<file path="src/rtl/jtdd_objdma.sv">
// jtdd_objdma: copies the CPU-shared object RAM into the sprite object buffer during vertical blank.
// Optional macro JTDD_OBJDMA_BUSREQ_EN halts the CPU via busreq/busak instead of stealing idle cycles.
module jtdd_objdma #(
    parameter int AW  = 9,
    parameter int LEN = 510
) (
    input  logic          clk,
    input  logic          rst,
    input  logic          cen,
    input  logic          VBL,
    input  logic [AW-1:0] cpu_addr,
    input  logic [7:0]    cpu_dout,
    input  logic          cpu_we,
    input  logic          cpu_cs,
    output logic [AW-1:0] ram_addr,
    output logic [7:0]    ram_din,
    output logic          ram_we,
    input  logic [7:0]    ram_dout,
    output logic [AW-1:0] buf_addr,
    output logic [7:0]    buf_din,
    output logic          buf_we,
    output logic          busreq,
    input  logic          busak,
    output logic          busy,
    output logic          done,
    output logic          overrun
);
    localparam logic [AW-1:0] LAST_ADDR = AW'(LEN - 1);

    typedef enum logic [2:0] {
        IDLE,
        REQ,
        COPY,
        LAST,
        DONE
    } state_t;

    state_t        state;
    logic          vbl_q;
    logic [AW-1:0] cnt;
    logic [AW-1:0] rd_ptr;
    logic          rd_vld;
    logic          issued_q;
    logic [7:0]    rd_hold;
    logic          vbl_rise;
    logic          grant;
    logic          dma_read;

`ifdef JTDD_OBJDMA_BUSREQ_EN
    logic          busreq_r;

    assign grant  = 1'b1;
    assign busreq = busreq_r;
`else
    logic          unused_busak;

    assign unused_busak = busak;
    assign grant        = ~cpu_cs;
    assign busreq       = 1'b0;
`endif

    assign vbl_rise = VBL & ~vbl_q;
    assign dma_read = (state == COPY) & grant & VBL;

    // The CPU keeps the shared port whenever the DMA is not actually reading
    assign ram_addr = dma_read ? cnt : cpu_addr;
    assign ram_din  = cpu_dout;
    assign ram_we   = cpu_cs & cpu_we;

    assign buf_we   = cen & rd_vld;
    assign buf_addr = rd_ptr;
    assign buf_din  = issued_q ? ram_dout : rd_hold;

    // RAM data is only valid on the clock right after the read, so hold it across cen gaps
    always_ff @(posedge clk, posedge rst) begin
        if (rst) begin
            issued_q <= 1'b0;
            rd_hold  <= 8'd0;
        end else begin
            issued_q <= cen & dma_read;
            if (issued_q) rd_hold <= ram_dout;
        end
    end

    // vbl_q resets high so a blank already in progress at reset release does not start a copy
    always_ff @(posedge clk, posedge rst) begin
        if (rst) begin
            state    <= IDLE;
            vbl_q    <= 1'b1;
            cnt      <= '0;
            rd_ptr   <= '0;
            rd_vld   <= 1'b0;
            busy     <= 1'b0;
            done     <= 1'b0;
            overrun  <= 1'b0;
`ifdef JTDD_OBJDMA_BUSREQ_EN
            busreq_r <= 1'b0;
`endif
        end else if (cen) begin
            vbl_q  <= VBL;
            rd_vld <= 1'b0;
            done   <= 1'b0;
            if (vbl_rise) begin
                overrun <= 1'b0;
                cnt     <= '0;
                busy    <= 1'b1;
`ifdef JTDD_OBJDMA_BUSREQ_EN
                busreq_r <= 1'b1;
                state    <= REQ;
`else
                state    <= COPY;
`endif
            end else begin
                case (state)
                    REQ: begin
                        if (!VBL) begin
                            state   <= IDLE;
                            overrun <= 1'b1;
                            busy    <= 1'b0;
`ifdef JTDD_OBJDMA_BUSREQ_EN
                            busreq_r <= 1'b0;
`endif
                        end else if (busak) begin
                            state <= COPY;
                        end
                    end
                    COPY: begin
                        if (!VBL) begin
                            state   <= IDLE;
                            overrun <= 1'b1;
                            busy    <= 1'b0;
`ifdef JTDD_OBJDMA_BUSREQ_EN
                            busreq_r <= 1'b0;
`endif
                        end else if (grant) begin
                            rd_vld <= 1'b1;
                            rd_ptr <= cnt;
                            cnt    <= cnt + 1'b1;
                            if (cnt == LAST_ADDR) state <= LAST;
                        end
                    end
                    // The final read's write-back happens on this cen through rd_vld
                    LAST: begin
                        if (!VBL) begin
                            state   <= IDLE;
                            overrun <= 1'b1;
                            busy    <= 1'b0;
`ifdef JTDD_OBJDMA_BUSREQ_EN
                            busreq_r <= 1'b0;
`endif
                        end else begin
                            state <= DONE;
                            busy  <= 1'b0;
                            done  <= 1'b1;
`ifdef JTDD_OBJDMA_BUSREQ_EN
                            busreq_r <= 1'b0;
`endif
                        end
                    end
                    DONE:    state <= IDLE;
                    default: state <= IDLE;
                endcase
            end
        end
    end

endmodule

</file>
<file path="config.mk">
export PLATFORM = sky130hd
export DESIGN_NAME = jtdd_objdma
export DESIGN_NICKNAME = d
export VERILOG_FILES = /design/src/rtl/jtdd_objdma.sv
export SDC_FILE = /design/constraint.sdc
export NUM_CORES = 1
export LEC_CHECK = 0
export CAP_MARGIN = 20
export CORE_MARGIN = 2
export CORE_UTILIZATION = 42
export DETAILED_ROUTE_END_ITERATION = 16
export PLACE_DENSITY = 0.79
export SLEW_MARGIN = 20
export SYNTH_ARGS = -nofsm -noshare
export SYNTH_HDL_FRONTEND = slang
export SYNTH_SLANG_ARGS = --single-unit
</file>
<file path="constraint.sdc">
create_clock -name clk -period 2.5 [get_ports clk]
set_clock_uncertainty 0.1 [all_clocks]
set_input_delay 0.375 -clock clk [delete_from_list [all_inputs] [get_ports clk]]
set_output_delay 0.375 -clock clk [all_outputs]
set_load 0.005 [all_outputs]
</file>
==> metrics <==
status complete, no violations; Via Count between 1k and 1.5k; postcts setup bufs 0; area of the multi-input gates ~740 sq um; Syn Std Cell Area 0.00174 sq mm; Gate Count Post-Synth 156; PortBufs 54; H-tree depth 2; Top FF cell, synth dfrtp_1; PwrDens 643 mW/mm^2; share of cells above drive strength 1 around a quarter; commonest non-fill, non-tap cell in the layout clkdlybuf4s50_1; initial antenna violation count 0; die height 68.3 microns; leakage around 1.1 nW; DRT Pass-1 Iters 4; CTS tree yes; Synth Area in Compound Gates 6.99%; Worst-path clk slew 0.08 ns; clock tree sinks 35; Setup CP Type in -> out; CP endpoint kind primary output; VDD IR max 0.472 mV; final hold vios 0; Mean Syn Cell Area 11.1 sq um; Non-Filler Instances 263; worst min path class in -> async; switching part of the total approximately 22%; Synth Warn # 0; RSZ-0062 raised after global routing no; DP Cell Count 255; clk_lat worst skew 0.30 ns; grt total ovfl 0; Worst Hold Slack 0.373 ns; largest family of logic cells by synthesized area multiplexers; number of global-route vias before repair ~1.3k; first-pass GRT wire length 5.84 mm; Tcrit/Tclk final 97.6%; Die ar. approximately 0.0047 sq mm; core area 0.00400 sq mm; die width 68.3 microns; GRT Util Overall 17.5%; synth unique cells 32; cell area after layout 0.00246 sq mm; minimum clock period after layout 2.44 ns; Int Power around 1.2 mW; total CTS buffers 5; routability cong. 0.839; Seq pwr share between 40% and 50%; Max Fclk 410 MHz; number of synthesized register bits 35; flip-flop and latch area 880 sq um; crit path launch type input pin; sequential area share after synthesis 50.5%; fin nets 246; Slew Limit Fails 0; Synth async-reset ratio 100%; ANT nets after route 0; Synth Area in Adders approximately 1.4%; ANT cells 0; cts hold-fix bufs 0; HPWL Detailed 2.67 mm; Clk pwr share 37.8%; Avg WL per Cell 14.0 microns; Comb pwr share 20.5%; Area Growth Syn to Fin 41.9%; Synth Area in XOR/XNOR under 10%; Worst EP required a little over 2 ns; commonest cells after routing, fill and taps aside clkdlybuf4s50_1, dfrtp_1, mux2_2; WL final 3.68 mm; Post-route DRC 0; number of synthesized flops with an enable pin 0; # fillers 340; Starting DRT DRC Count 63; num rows 23; mux share of post-synthesis cell area 16.2%; Synth Area in Simple Gates 14.9%; MaxCap Viol Count 0; syn nets 190; crit path max fanout 3; vias per cell 5.20; Crit path arrival time slightly below 2 ns; Psw about 340 uW; Setup-failing EPs final 0; largest net degree at the start of global routing 36; IO Pins a little over 70; Total Power 1.58 mW; Root Buffer clkbuf_8; maximum clock path buffer count 2; Starting Density 43.4%; placed inst area 0.00232 sq mm
-- cells by family (layout without fill, tap and decap cells) --
family | Yosys count | in the layout
adder cells (fa/ha/maj) | 2 | 2
multiplexers | 25 | 25
XOR/XNOR | 5 | 5
other | 1 | 1
AO/OA/AOI/OAI | 21 | 21
buffers and inverters | 23 | 80
flip-flops | 35 | 35
AND/OR/NAND/NOR | 44 | 44
-- area by class of cell --
class / count / share of cell area [%]
tap: 50 / 2.54
sequential: 35 / 35.7
clock buffer: 6 / 2.95
timing repair buffer: 64 / 25.2
inverter: 8 / 1.22
multi-input combinational: 98 / 29.9
clock inverter: 2 / 2.44
-- stage by stage --
step	utilization [%]	worst slack (ns)	setup TNS (ns)
3_3_place_gp	58.0	0.00165	0
6_report	61.6	0.0602	0
5_1_grt	61.6	0.0152	0
3_5_place_dp	58.0	-0.0109	-0.0271
2_1_floorplan	-	0.663	0
4_1_cts	61.4	0.0154	0
-- routing by layer --
layer | routed length [microns] | up-vias | track usage, %
met3 | 272 | 8 | 6.58
met1 | 1570 | 664 | 22.0
li1 | - | 641 | -
met2 | 1780 | 54 | 27.5
met5 | 0 | - | 0
met4 | 61 | 0 | 6.50
-- critical path, stage by stage --
cell,delay [ns]
clkdlybuf4s50_1,0.51
nand4_1,0.17
buf_4,0.19
mux2_2,0.27
clkdlybuf4s50_1,0.45
-- worst paths after layout --
path / start / endpoint / slack [ns] / cells past startpoint
setup reg to reg: vbl_q / buf_addr[1] / 0.68 / 4
min in group clk: rd_vld / rd_vld / 0.38 / 1
max in group asynchronous: rst / vbl_q / 1.60 / 3
hold reg to reg: rd_vld / rd_vld / 0.38 / 1
hold / removal: rst / state[1] / 0.37 / 3
setup / recovery: VBL / ram_addr[8] / 0.06 / 5
-- repair_timing --
item,in CTS,in global routing
endpoints found under the setup margin,7,9
pin swaps,1,1
resized for setup,1,4
-- synth_stat cells (all sizes together), types with 2 or more instances --
library cell / instances / area, sq um
a21oi: 2 / 10.0
and2: 5 / 32.5
and3: 2 / 12.5
buf: 13 / 87.6
clkbuf: 2 / 7.51
dfrtp: 34 / 851
ha: 2 / 25.0
inv: 8 / 30.0
mux2: 25 / 282
nand2: 8 / 30.0
nand3: 6 / 30.0
nand4: 6 / 37.5
nor2: 7 / 26.3
nor2b: 2 / 12.5
nor4: 2 / 27.5
o21ai: 13 / 65.1
o31ai: 2 / 15.0
or3: 2 / 12.5
xor2: 5 / 43.8
-- power groups by stage --
stage	clock (mW)	combinational [mW]	sequential, mW
4_1_cts	0.614	0.330	0.661
3_3_place_gp	0	0.321	0.669
2_1_floorplan	0	0.148	0.660
3_5_place_dp	0	0.328	0.672
5_1_grt	0.646	0.359	0.667
6_report	0.599	0.325	0.661
-- flip-flops by register name (all words and copies together) (netlist names) --
name and cells:
buf_addr 9, busy 1, cnt 9, done 1, issued_q 1, overrun 1
rd_hold 8, rd_vld 1, state 3, vbl_q 1
Note: power is estimated with default switching activity, not from simulation.
